File: config.mk
export PLATFORM = sky130hd
export DESIGN_NAME = mul_result_writeback
export DESIGN_NICKNAME = d
export VERILOG_FILES = /design/src/rtl/mul_result_writeback_pkg.sv /design/src/rtl/mul_result_writeback_prod_skid_buf.sv /design/src/rtl/mul_result_writeback.sv
export SDC_FILE = /design/constraint.sdc
export NUM_CORES = 1
export LEC_CHECK = 0
export ABC_CLOCK_PERIOD_IN_PS = 2400
export CAP_MARGIN = 40
export CORE_MARGIN = 1.5
export CORE_UTILIZATION = 45
export CTS_BUF_LIST = sky130_fd_sc_hd__clkbuf_16
export DETAILED_ROUTE_END_ITERATION = 16
export PLACE_DENSITY = 0.77
export SLEW_MARGIN = 20
export SYNTH_ARGS = -nofsm -noshare
export SYNTH_HDL_FRONTEND = slang
export SYNTH_SLANG_ARGS = --single-unit
File: constraint.sdc
create_clock -name clk -period 2.4 [get_ports clk]
set_clock_uncertainty 0.05 [all_clocks]
set_input_delay 0.48 -clock clk [delete_from_list [all_inputs] [get_ports clk]]
set_output_delay 0.48 -clock clk [all_outputs]
set_load 0.005 [all_outputs]
File: src/rtl/mul_result_writeback_pkg.sv
// ---------------------------------------------------------------------------
// mul_result_writeback_pkg
// Shared definitions for the multiplier result write-back stage:
//   DEF_WIDTH   - default datapath word width (product is 2*DEF_WIDTH bits)
//   wb_state_e  - write-back FSM state encoding (2'd3 is illegal)
//   bus_sel_e   - HI/LO select code for the datapath bus multiplexer
// ---------------------------------------------------------------------------
package mul_result_writeback_pkg;

  localparam int DEF_WIDTH = 32;

  typedef enum logic [1:0] {
    IDLE  = 2'd0,
    WR_LO = 2'd1,
    WR_HI = 2'd2
  } wb_state_e;

  typedef enum logic {
    BUS_SEL_LO = 1'b0,
    BUS_SEL_HI = 1'b1
  } bus_sel_e;

endpackage

File: src/rtl/mul_result_writeback_prod_skid_buf.sv
// ---------------------------------------------------------------------------
// prod_skid_buf
// Two-entry FIFO holding multiplier products: the Z register (head, being
// written back) and one pending slot behind it.
// Ports:
//   clk, i_clr_n            - clock, synchronous active-low reset
//   i_in_valid/o_in_ready   - producer handshake, i_in_data is the product
//   i_pop                   - head of Z is consumed this cycle
//   o_z_data, o_z_full      - head entry and its valid flag
//   o_pend_full             - pending slot occupied
//   o_z_reload              - Z stays full across a pop (refilled that edge)
// ---------------------------------------------------------------------------
module prod_skid_buf
  import mul_result_writeback_pkg::*;
#(
  parameter int DW = 2 * DEF_WIDTH
) (
  input  logic          clk,
  input  logic          i_clr_n,
  input  logic          i_in_valid,
  input  logic [DW-1:0] i_in_data,
  output logic          o_in_ready,
  input  logic          i_pop,
  output logic [DW-1:0] o_z_data,
  output logic          o_z_full,
  output logic          o_pend_full,
  output logic          o_z_reload
);

  logic [DW-1:0] r_z;
  logic [DW-1:0] r_pend;
  logic          r_z_full;
  logic          r_pend_full;
  logic          w_fire;
  logic          w_pop;

  // Ready is suppressed during reset so nothing is accepted in that cycle.
  assign o_in_ready  = i_clr_n && !r_pend_full;
  assign w_fire      = i_in_valid && o_in_ready;
  assign w_pop       = i_pop && r_z_full;
  assign o_z_data    = r_z;
  assign o_z_full    = r_z_full;
  assign o_pend_full = r_pend_full;
  // On a pop the head refills from pending first, else from the incoming transfer.
  assign o_z_reload  = w_pop && (r_pend_full || w_fire);

  always_ff @(posedge clk) begin
    if (!i_clr_n) begin
      r_z         <= '0;
      r_pend      <= '0;
      r_z_full    <= 1'b0;
      r_pend_full <= 1'b0;
    end else if (w_pop) begin
      if (r_pend_full) begin
        r_z         <= r_pend;
        r_pend_full <= w_fire;
        if (w_fire) begin
          r_pend <= i_in_data;
        end
      end else if (w_fire) begin
        r_z <= i_in_data;
      end else begin
        r_z_full <= 1'b0;
      end
    end else if (w_fire) begin
      if (!r_z_full) begin
        r_z      <= i_in_data;
        r_z_full <= 1'b1;
      end else begin
        r_pend      <= i_in_data;
        r_pend_full <= 1'b1;
      end
    end
  end

endmodule

File: src/rtl/mul_result_writeback.sv
// ---------------------------------------------------------------------------
// mul_result_writeback
// Takes signed 2*WIDTH-bit products from the multiplier, buffers them and
// writes LO then HI over two granted cycles of the shared datapath bus.
// Ports:
//   clk, clr_n              - clock, synchronous active-low reset
//   prod_valid/prod_ready   - product handshake, prod = {hi, lo}
//   bus_req/bus_gnt         - shared bus arbitration
//   bus_out                 - word driven onto the bus (0 when not driving)
//   lo_we/hi_we             - granted LO / HI write this cycle
//   rd_hi/rd_lo             - mfhi / mflo requests
//   hilo_stall              - interlock while an update is in flight
//   hi_q/lo_q               - HI / LO architectural registers
//   busy                    - any product buffered or being written
// ---------------------------------------------------------------------------
module mul_result_writeback
  import mul_result_writeback_pkg::*;
#(
  parameter int WIDTH = DEF_WIDTH
) (
  input  logic               clk,
  input  logic               clr_n,
  input  logic               prod_valid,
  output logic               prod_ready,
  input  logic [2*WIDTH-1:0] prod,
  output logic               bus_req,
  input  logic               bus_gnt,
  output logic [WIDTH-1:0]   bus_out,
  output logic               lo_we,
  output logic               hi_we,
  input  logic               rd_hi,
  input  logic               rd_lo,
  output logic               hilo_stall,
  output logic [WIDTH-1:0]   hi_q,
  output logic [WIDTH-1:0]   lo_q,
  output logic               busy
);

  wb_state_e          r_state;
  wb_state_e          w_state_next;
  logic [WIDTH-1:0]   r_hi;
  logic [WIDTH-1:0]   r_lo;
  logic [2*WIDTH-1:0] w_z;
  logic               w_z_full;
  logic               w_pend_full;
  logic               w_z_reload;
  logic               w_pop;
  logic               w_drive;
  logic               w_lo_wr;
  logic               w_hi_wr;
  bus_sel_e           w_bus_sel;

  prod_skid_buf #(
    .DW (2 * WIDTH)
  ) u_skid (
    .clk         (clk),
    .i_clr_n     (clr_n),
    .i_in_valid  (prod_valid),
    .i_in_data   (prod),
    .o_in_ready  (prod_ready),
    .i_pop       (w_pop),
    .o_z_data    (w_z),
    .o_z_full    (w_z_full),
    .o_pend_full (w_pend_full),
    .o_z_reload  (w_z_reload)
  );

  always_comb begin
    w_state_next = r_state;
    w_pop        = 1'b0;
    w_drive      = 1'b0;
    w_lo_wr      = 1'b0;
    w_hi_wr      = 1'b0;
    w_bus_sel    = BUS_SEL_LO;
    case (r_state)
      IDLE: begin
        if (w_z_full) begin
          w_state_next = WR_LO;
        end
      end
      WR_LO: begin
        w_drive   = 1'b1;
        w_bus_sel = BUS_SEL_LO;
        if (bus_gnt) begin
          w_lo_wr      = 1'b1;
          w_state_next = WR_HI;
        end
      end
      WR_HI: begin
        w_drive   = 1'b1;
        w_bus_sel = BUS_SEL_HI;
        if (bus_gnt) begin
          w_hi_wr      = 1'b1;
          w_pop        = 1'b1;
          // Stream straight into the next product when Z refills on this edge.
          w_state_next = w_z_reload ? WR_LO : IDLE;
        end
      end
      default: begin
        w_state_next = IDLE;
      end
    endcase
  end

  always_ff @(posedge clk) begin
    if (!clr_n) begin
      r_state <= IDLE;
      r_lo    <= '0;
      r_hi    <= '0;
    end else begin
      r_state <= w_state_next;
      if (w_lo_wr) begin
        r_lo <= w_z[WIDTH-1:0];
      end
      if (w_hi_wr) begin
        r_hi <= w_z[2*WIDTH-1:WIDTH];
      end
    end
  end

  // Outputs are forced quiet while reset is asserted.
  assign bus_req    = clr_n && w_drive;
  assign lo_we      = clr_n && w_lo_wr;
  assign hi_we      = clr_n && w_hi_wr;
  assign bus_out    = !bus_req ? '0 :
                      (w_bus_sel == BUS_SEL_HI) ? w_z[2*WIDTH-1:WIDTH] : w_z[WIDTH-1:0];
  assign busy       = clr_n && (w_z_full || w_pend_full);
  assign hilo_stall = (rd_lo || rd_hi) && busy;
  assign hi_q       = r_hi;
  assign lo_q       = r_lo;

endmodule
# [Word level (Yosys, flattened, before mapping)]
# Index checks and enable logic that the tools add are counted.
[op_classes] n_eq_ne=10 n_reduce_logical=23 muxes=29
[ops] operator="$mux W64" n=9
[ops] operator="$mux W32" n=2
[ops] operator="$mux W1" n=14
[ops] operator="$ne A2 B2 Y1 const B" n=6
[ops] operator="$logic_and A1 B1 Y1" n=9
[ops] operator="$reduce_and A3 Y1" n=3
[ops] operator="$mux W2" n=3
[ops] operator="$pmux W2 S3" n=1
[ops] operator="$reduce_bool A2 Y1" n=3
[ops] operator="$ne A2 B1 Y1 const B" n=2
[ops] operator="$reduce_and A4 Y1" n=1
[ops] operator="$logic_or A1 B1 Y1" n=3
[ops] operator="$eq A2 B1 Y1 const B" n=1
[ops] operator="$eq A2 B2 Y1 const B" n=1
[ops] operator="$logic_not A2 Y1" n=1
[ops] operator="$reduce_and A2 Y1" n=1
[ops] operator="$reduce_or A2 Y1" n=1
[ops] operator="$logic_not A1 Y1" n=1
[totals] elab_cells=69 regBits=196 out_inout_bits=102

# [Longest topological paths before layout]
# Gate-level depths: netlist of the first run.
[logic_depth] ltp_word=8 depth_mapped=9 mapped_depth_nobuf=5

# [Modules after synthesis]
# A second synthesis of the first run with hierarchy kept.
[hier_totals] hier_cells=1028 hier_area_um2=8541.9
[modules_own_cells] mod="prod_skid_buf" area_per_inst_um2=5201.2 n_inst=1 cells_per_inst=650
[modules_own_cells] mod="mul_result_writeback" area_per_inst_um2=3340.7 n_inst=1 cells_per_inst=378

# [Worst setup path before layout of the first run]
# OpenSTA, ideal clock, no wires.
[synth_timing] path_kind="register to register" from="reg r_state[0]" to="reg u_skid.r_z[10], in the netlist u_skid.o_z_data[10]" t_arrival_ns=1.737 period_less_slack_ns=1.891 path_stages_with_launch=10 setup_slack_ns=0.509 cell_sequence="dfxtp_1 > inv_1 > ha_1 > buf_6 > and3_1 > clkbuf_1 > o21a_1 > buf_6 > buf_6 > a2111oi_2"
[synth_between] elab_chain_cells=5
[synth_lines] element="start: declaration" line="mul_result_writeback.sv:39" rtl="wb_state_e r_state;"
[synth_lines] element="start signal: assignment" line="mul_result_writeback.sv:111" rtl="r_state <= w_state_next;"
[synth_lines] element="$eq A2 B2 Y1 (*)" line="mul_result_writeback.sv:75" rtl="case (r_state)"
[synth_lines] element="$mux W1 (*)" line="mul_result_writeback.sv:75"
[synth_lines] element="$logic_and A1 B1 Y1 (*)" line="mul_result_writeback_prod_skid_buf.sv:40" rtl="assign w_pop = i_pop && r_z_full;"
[synth_lines] element="$ne A2 B2 Y1 (no source line) / $reduce_bool A2 Y1 (equally long branches)"
[synth_lines] element="$reduce_and A3 Y1 (no source line)"
[synth_lines] element="end signal: assignment" line="mul_result_writeback_prod_skid_buf.sv:55" rtl="r_z <= r_pend;"
[synth_lines] element="end signal: assignment" line="mul_result_writeback_prod_skid_buf.sv:61" rtl="r_z <= i_in_data;"
[synth_lines] element="end signal: assignment" line="mul_result_writeback_prod_skid_buf.sv:67" rtl="r_z <= i_in_data;"
[synth_lines] element="end: declaration" line="mul_result_writeback_prod_skid_buf.sv:30" rtl="logic [DW-1:0] r_z;"
# Mark *: on every way between the ends. The rest lies on a longest branch, timed or not.
# A chain may end at the register's enable or synchronous reset.

# [Final worst setup path of the first run]
[layout_timing] from="reg r_state[1]" to="out bus_out[11]"
[layout_between] elab_chain_cells=5
[layout_lines] element="$eq A2 B2 Y1 / $eq A2 B1 Y1 (equally long branches)" line="mul_result_writeback.sv:75"
[layout_lines] element="$reduce_or A2 Y1 (no source line)"
[layout_lines] element="$mux W1" line="mul_result_writeback.sv:75"
[layout_lines] element="$logic_and A1 B1 Y1" line="mul_result_writeback.sv:122" rtl="assign bus_req = clr_n && w_drive;"
[layout_lines] element="$mux W32 (*)" line="mul_result_writeback.sv:125" rtl="assign bus_out = !bus_req ? '0 :"
[layout_lines] element="end: declaration" line="mul_result_writeback.sv:28" rtl="output logic [WIDTH-1:0] bus_out,"
# Marked as above.

==> flow_results.org, run 1 <==
** Yosys
- Leading cell types by count after synthesis :: sky130_fd_sc_hd__dfxtp_1 (196), sky130_fd_sc_hd__nand2_1 (131), sky130_fd_sc_hd__a21oi_1 (130)
- Most used standard cell by instance count after synthesis :: sky130_fd_sc_hd__dfxtp_1
- Number of synthesized flops with an enable pin :: 0
- Share of synthesized area occupied by flip-flops and latches :: 0.434
- Synth Register Bits :: 196
- Instance count of the mapped netlist :: 1048
- Biggest area contributors in the synthesized netlist :: sky130_fd_sc_hd__dfxtp_1 (43%), sky130_fd_sc_hd__mux2i_1 (11%), sky130_fd_sc_hd__a2111oi_2 (10%)
- Of the post-synthesis cell area, the dominant cell type holds 0.434.
- Of all cell types, the one taking the most synthesized area is sky130_fd_sc_hd__dfxtp_1.
- Async set-reset flop share out of synthesis :: 0
- Number of different library cells in the post-synthesis netlist :: 33
- For this run, the number of Yosys warnings is 0.
- The number of nets in the synthesized netlist is 1123.
- Average cell area after synthesis :: 8.63 um2
- The synthesized netlist occupies a cell area of 9040 um2.
- In the synthesized netlist the dominant register cell turns out to be sky130_fd_sc_hd__dfxtp_1.

** Global routing
- Congestion Overflow GR :: 0
- The number of global-route vias before repair came to 7898.
- Total GRT Usage :: 0.280
- The initial antenna violation count is 1.
- Entering global routing, the biggest net connects 103 pins.
- Global-route wire length before repair :: 44700 um

** Floorplanning
- Die width :: 145 um
- Initial Util :: 0.462
- Die Ht :: between 100 and 150 um
- In this run the core area contains 51 standard-cell rows.
- Boundary pin count :: 172
- The core region is slightly below 20000 um2.
- The die covers 21000 um2.

** Clock tree
- Number of clock sinks :: roughly 200
- Clock-pin slew reported for the worst setup and hold paths after clock tree synthesis :: 70 ps
- The tree is rooted in a sky130_fd_sc_hd__clkbuf_16.
- Clock latency on the worst-skew pair :: 440 ps
- Num CTS Buffers :: 17
- TritonCTS clock tree :: yes
- The number of hold buffers added after CTS was 0.
- In this run the deepest clock path goes through 2 buffers.
- CTS H-Tree Depth :: 4

** Place
- Count of buffers from port buffering :: 171
- Dpl hpwl :: 18500 um
- Gp weighted congestion :: 0.843

** STA
- Setup repair after global routing could not meet its margin everywhere.
- Tmin final :: roughly 2400 ps
- Total count of hold-check failures in the final report :: 0
- Hold is met by between 400 and 500 ps.
- After layout, the worst setup slack is -8.91 ps.
- Derived from the worst setup path, the maximum achievable clock frequency is around 420 MHz.
- Part of the cycle the worst path needs :: 1.00
- Number of endpoints failing setup at the final stage :: 3
- For the pin with the worst max-slew slack, the measured transition is about 560 ps.
- Adding up every negative setup slack in the final design gives -12.3 ps.
- The number of max-slew violations in the final report came to 0.
- Worst-case headroom to the max-slew limit :: 0.627

** Drt
- Total via count after detailed routing :: 8866
- First DRT Iteration DRCs :: about 1000
- In the routed design, unresolved DRC markers number 0.
- Routed len/inst :: 20.8 um
- Count of TritonRoute iterations in the first routing pass :: 5
- Routed via count divided by cell count :: 6.04
- Aggregate routed wire length :: 30500 um
- The detail route stage leaves a number of antenna-violating nets equal to 0.

** Critical path
- The worst setup path is launched from a flop.
- In this run the worst path has a maximum fanout of 4.
- Req. time, crit path :: 1870 ps
- The critical path in this run is classified as reg -> out.
- The worst setup path is captured at an output port.
- Critical path data arrival time :: 1880 ps

** Cells and area
- The number of antenna diodes in the final layout is 0.
- After filler insertion, the fill cell instance count of the layout stands at 1609.
- In the final layout, the share of cells above drive strength 1 is 0.181.
- Net count of the finished layout :: 1264
- From synthesis to final layout, the design area changed by 34.3%.
- Measured on the finished design, the core utilization comes to 0.620.

** Outcome
- Failing checks :: negative setup slack
- Status :: finished, violations left

** Power
- Total design power :: 8.54 mW
- For this design the ratio of total power to cell area is 703 nW/um2.
- Leak Pwr :: between 4 and 5 nW
- VDD IR max :: 0.000499 V

** Job
- Total of max-cap violations :: 0

** Worst hold path
- The path class of the tightest hold or removal check is reg -> reg.
-- kinds of logic (layout without fill, tap and decap cells) --
group,Yosys count,count (layout),share of synthesized area
and+or+nand+nor,374,374,0.177
AOI/OAI and AO/OA,266,266,0.217
DFF,196,196,0.434
buffers and inverters,111,265,0.0588
muxes,96,96,0.106
adders and majority gates,5,5,0.00692
-- layout make-up --
class	instances	area [um2]	area share
clock buffer	17	425	0.0350
clock inverter	15	108	0.00886
inverter	5	26.3	0.00216
multi-input combinational	741	4900	0.404
sequential	196	3930	0.324
tap	265	332	0.0273
timing repair buffer	228	2410	0.199
-- what timing repair did --
item | 4_1_cts | 5_1_grt
setup buffers | 21 | 8
resized for setup | 148 | 35
cloned | 4 | 2
pin swaps | 17 | 13
endpoints found under the setup margin | 35 | 36
-- worst max-delay path, cell delays in order (launching register included) --
cell and delay, ps:
sky130_fd_sc_hd__dfxtp_4 360, sky130_fd_sc_hd__inv_2 60, sky130_fd_sc_hd__ha_4 300, sky130_fd_sc_hd__nand2_8 90
sky130_fd_sc_hd__buf_16 160, sky130_fd_sc_hd__buf_4 130, sky130_fd_sc_hd__buf_4 130, sky130_fd_sc_hd__nor2_1 80
sky130_fd_sc_hd__buf_2 120
-- worst paths after layout --
path	start	to	slack (ps)	cells after the start
hold reg to reg	lo_q[16]$_SDFFE_PN0N_	lo_q[16]$_SDFFE_PN0N_	400	2
hold / removal	lo_q[16]$_SDFFE_PN0N_	lo_q[16]$_SDFFE_PN0N_	400	2
setup reg to reg	r_state[1]$_SDFFE_PN0P_	u_skid.o_z_data[6]$_SDFFE_PN0P_	50	9
setup / recovery	r_state[1]$_SDFFE_PN0P_	bus_out[11]	-9	8
-- state kept, by name, indices dropped and copies added (netlist names) --
signal,flops
hi_q,32
u_skid.o_z_full,1
u_skid.o_pend_full,1
u_skid.o_z_data,64
lo_q,32
r_state,2
u_skid.r_pend,64
-- cells in the final DEF, fill, tap and decap left out, types with 3 or more instances in the layout --
| master | instances |
|---|---|
| sky130_fd_sc_hd__dfxtp_1 | 193 |
| sky130_fd_sc_hd__clkdlybuf4s50_1 | 135 |
| sky130_fd_sc_hd__a21oi_1 | 130 |
| sky130_fd_sc_hd__nand2_1 | 129 |
| sky130_fd_sc_hd__nor2_1 | 98 |
| sky130_fd_sc_hd__mux2i_1 | 69 |
| sky130_fd_sc_hd__o21ai_0 | 66 |
| sky130_fd_sc_hd__nor3_1 | 65 |
| sky130_fd_sc_hd__nand3_1 | 64 |
| sky130_fd_sc_hd__a2111oi_2 | 61 |
| sky130_fd_sc_hd__buf_4 | 20 |
| sky130_fd_sc_hd__buf_12 | 19 |
| sky130_fd_sc_hd__clkbuf_16 | 18 |
| sky130_fd_sc_hd__buf_2 | 18 |
| sky130_fd_sc_hd__mux2i_4 | 14 |
| sky130_fd_sc_hd__mux2i_2 | 13 |
| sky130_fd_sc_hd__buf_6 | 11 |
| sky130_fd_sc_hd__dlygate4sd2_1 | 9 |
| sky130_fd_sc_hd__inv_6 | 5 |
| sky130_fd_sc_hd__dlymetal6s2s_1 | 5 |
| sky130_fd_sc_hd__inv_1 | 4 |
| sky130_fd_sc_hd__nor2_2 | 4 |
| sky130_fd_sc_hd__buf_8 | 4 |
| sky130_fd_sc_hd__a2111oi_0 | 3 |
| sky130_fd_sc_hd__ha_1 | 3 |
| sky130_fd_sc_hd__clkinvlp_4 | 3 |
-- metrics by stage --
stage          setup slack (ps)  std cells  cell area (um2)
4_1_cts                    -183       1463            12000
5_1_grt                   -54.4       1467            12100
6_report                  -8.91       1467            12100
2_1_floorplan               509       1048             9040
3_3_place_gp               5.11       1406            11000
3_5_place_dp              -78.1       1406            11000
-- routing by layer --
metal | track usage | vias up | share of wire
li1 | - | 4006 | -
met1 | 0.372 | 4266 | 0.40
met2 | 0.456 | 511 | 0.47
met3 | 0.0573 | 81 | 0.094
met4 | 0.0898 | 2 | 0.035
met5 | 0 | - | 0.00039
-- where the power goes --
group / switching (mW) / internal [mW] / total [mW]
Combinational: 1.19 / 1.02 / 2.21
Sequential: 0.234 / 3.43 / 3.66
Clock: 1.32 / 1.33 / 2.66
(Power assumes the default switching activity.)
==> run 2: changes to the inputs <==
--- a/config.mk
+++ b/config.mk
@@ -12,6 +12,7 @@
 export CTS_BUF_LIST = sky130_fd_sc_hd__clkbuf_16
 export DETAILED_ROUTE_END_ITERATION = 16
 export PLACE_DENSITY = 0.77
+export REMOVE_ABC_BUFFERS = 1
 export SLEW_MARGIN = 20
 export SYNTH_ARGS = -nofsm -noshare
 export SYNTH_HDL_FRONTEND = slang
==> flow_results.org, run 2 (same netlist as run 1, synthesis figures left out) <==
** Clock tree
- Maximum number of buffers from clock root to sink :: 2 (unchanged)
- CTS H-Tree Depth :: 4 (unchanged)
- TritonCTS built the clock tree.
- The total CTS buffers came to 17 (unchanged).
- Clock-pin slew reported for the worst setup and hold paths after clock tree synthesis :: 70 ps (about the same)
- Clock latency on the worst-skew pair :: 440 ps (about the same)
- CTS Root Buffer Type :: sky130_fd_sc_hd__clkbuf_16
- Number of clock sinks :: 196 (unchanged)

** Global routing
- Congestion Overflow GR :: 0 (unchanged)
- met2 is the most crowded layer.
- The initial antenna violation count is 2 (+1).
- The met1 demand-to-capacity share in global routing came to 0.330 (-0.0415).
- The fraction of met2 tracks used by global routing was 0.420 (-0.0358).
- Total GRT Usage :: 0.255 (-0.0256)
- The global-route wire length before repair was 42200 um (-5.7%).
- The largest net degree at the start of global routing was 63 (-39%).
- The global-route met3 utilization is 0.0589 (+0.00165).
- The number of global-route vias before repair came to 8109 (+2.7%).

** STA
- The final critical-path setup slack is 27.4 ps (+36.3 ps).
- The count of endpoints failing hold in the final timing report was 0 (unchanged).
- Unrepaired setup endpoints after global routing :: true
- Fmax achieved :: 421 MHz (+1.5%)
- Worst-case headroom to the max-slew limit :: 0.456 (-0.171)
- The post-route clock period utilization came to 0.989 (-0.0151).
- Tmin final :: 2370 ps (-36.3 ps)
- The number of max-slew violations in the final report came to 0 (unchanged).
- Transition time at the pin with the least slew margin :: 816 ps (+256 ps)
- Number of endpoints failing setup at the final stage :: 0 (-3)

** Power
- Part of the total power dissipated in the clock network :: 0.338 (+0.027)
- Power per standard cell area :: 712 nW/um2 (+1.3%)
- Combinational fraction of design power :: 0.241 (-0.018)
- The peak supply drop is 0.000567 V (+14%).
- Net load switching power :: 2.68 mW (-2.4%)
- The cell-internal power was 5.84 mW (+0.97%).
- The total power was 8.52 mW (-0.13%).
- The share of total power in sequential cells was 0.421 (-0.008).
- Switching portion of total power :: 0.314 (-0.00746)
- The static power due to leakage was 4.42 nW (-1.7%).

** Cells and area
- Share of post-route cells with drive strength above 1 :: 0.176 (-0.00426)
- Most frequent standard cell in the layout excluding fill and tap cells :: sky130_fd_sc_hd__dfxtp_1
- Final-layout fill cell count :: 1630 (+1.3%)
- Compared with the post-synthesis result, the final layout area differs by 32.4%.
- Layout Utilization :: 0.611 (-0.00869)
- The library cells used most frequently in the layout, excluding fill and tap cells, are sky130_fd_sc_hd__dfxtp_1 (193), sky130_fd_sc_hd__clkdlybuf4s50_1 (135), sky130_fd_sc_hd__a21oi_1 (130), sky130_fd_sc_hd__nand2_1 (128), sky130_fd_sc_hd__nor2_1 (98).
- The area used by multi-input combinational logic is 4720 um2 (-3.7%).
- The sequential standard cell area is 3930 um2 (about the same).
- N_diodes :: 0 (unchanged)
- Net count of the finished layout :: 1276 (+0.95%)

** Critical path
- Worst setup SP type :: flop
- In this run the worst setup path begins at r_state[0]$_SDFFE_PN0P_.
- Among all stages on the critical path, the largest delay is contributed by sky130_fd_sc_hd__dfxtp_2.
- Critical Setup Path Class :: reg -> out
- Bufs and invs on worst path :: 4 (-1)
- The worst setup path is captured at an output port.
- The logic depth of the worst register-to-register path is 9 (unchanged).
- Worst path max stage delay :: 340 ps (-20 ps)
- The data arrival time at the worst-slack endpoint came to 1840 ps (-40 ps).
- Startpoint of the lowest-slack register-to-register path :: r_state[0]$_SDFFE_PN0P_
- Top Family by Delay on Critical Path :: buffers and inverters
- Req. time, crit path :: 1870 ps (about the same)
- The highest fanout seen on the critical path was 10 (+6).
- Worst path cell trace :: inv_4 -> ha_4 -> buf_12 -> buf_4 -> mux2i_1 -> nor2_1 -> dlygate4sd2_1
- The number of stages on the worst setup path was 7 (-1).

** Drt
- The DRC marker count from the first detailed-route iteration was 729 (-27%).
- Aggregate routed wire length :: 27200 um (-11%)
- # DRC :: 0 (unchanged)
- The count of TritonRoute iterations in the first routing pass was 5 (unchanged).
- The average wire per standard cell was 18.4 um (-11%).
- Final ANT Viol Nets :: 0 (unchanged)
- Total via count after detailed routing :: 8571 (-3.3%)
- The number of vias per cell was 5.80 (-4.1%).

** Floorplanning
- The top-level port count is 172 (unchanged).
- Std-Cell Rows :: 51 (unchanged)
- The die outline width was 145 um (unchanged).
- The effective utilization at floorplan came to 0.462 (unchanged).
- Die Ht :: 145 um (unchanged)
- The area of the core region was 19600 um2 (unchanged).
- The area enclosed by the die boundary came to 21000 um2 (unchanged).

** Place
- Dpl hpwl :: 16100 um (-13%)
- Count of buffers from port buffering :: 171 (unchanged)
- The final weighted congestion in routability-driven placement was 0.782 (-7.2%).
- Post-placement worst setup slack :: -227 ps (-149 ps)

** Outcome
- The run finished with clean final reports.

** Worst hold path
- Startpoint of the most critical hold path :: hi_q[4]$_SDFFE_PN0N_
- The path class of the tightest hold or removal check is reg -> reg.
- The number of stages on the worst hold path is 2 (unchanged).

** Job
- The total of max-cap violations was 0 (unchanged).
[run 2: cell type report]
type | instances | area share
Clock buffer | 17 | 0.0355
Multi-Input combinational cell | 741 | 0.394
Timing Repair Buffer | 240 | 0.198
Clock inverter | 15 | 0.0135
Tap cell | 265 | 0.0277
Sequential cell | 196 | 0.328
Inverter | 5 | 0.00219
[run 2: path summary, 6_finish.rpt]
check	end	slack [ps]
setup / recovery	bus_out[8]	30
hold / removal	hi_q[4]$_SDFFE_PN0N_	400
setup reg to reg	u_skid.r_pend[9]$_SDFFE_PN0P_	180
hold reg to reg	hi_q[4]$_SDFFE_PN0N_	400
[run 2: timing repair]
item,CTS,global route
hold buffers,0,0
gates cloned,0,1
gates resized for setup,66,55
setup buffers,15,14
endpoints found under the hold margin,0,0
setup endpoints to repair,36,27
pin swaps,0,1
[run 2: power by group through the flow]
stage               clock network [mW]  logic [mW]  registers (mW)
CTS                               2.90        1.90            3.58
finish                            2.88        2.05            3.59
global placement                     0        1.72            3.63
floorplan                            0       0.959            3.61
detailed placement                   0        1.76            3.64
global route                      3.05        2.19            3.61
[run 2: metrics by stage]
stage	hold WS (ps)	area [um2]	cells	TNS (ps)
2_1_floorplan	403	8530	942	-414710
3_3_place_gp	392	11100	1417	-5080
3_5_place_dp	396	11100	1417	-7310
4_1_cts	407	11800	1464	-49.7
5_1_grt	415	12000	1479	-88.0
6_report	404	12000	1479	0
[run 2: worst register-to-register path: cells and delay by family (launching register included)]
family / cells / cell delay (ps)
buffers and inverters: 5 / 1030
flip-flops: 1 / 370
AND/OR/NAND/NOR: 2 / 300
AO/OA/AOI/OAI: 1 / 210
adder cells (fa/ha/maj): 1 / 190
[run 2: routing by layer]
metal,up-vias,routed length [um],part of all wire
met2,348,12900,0.48
met3,38,1920,0.071
met4,2,393,0.014
li1,4022,-,-
met1,4161,11900,0.44
met5,-,13,0.00048
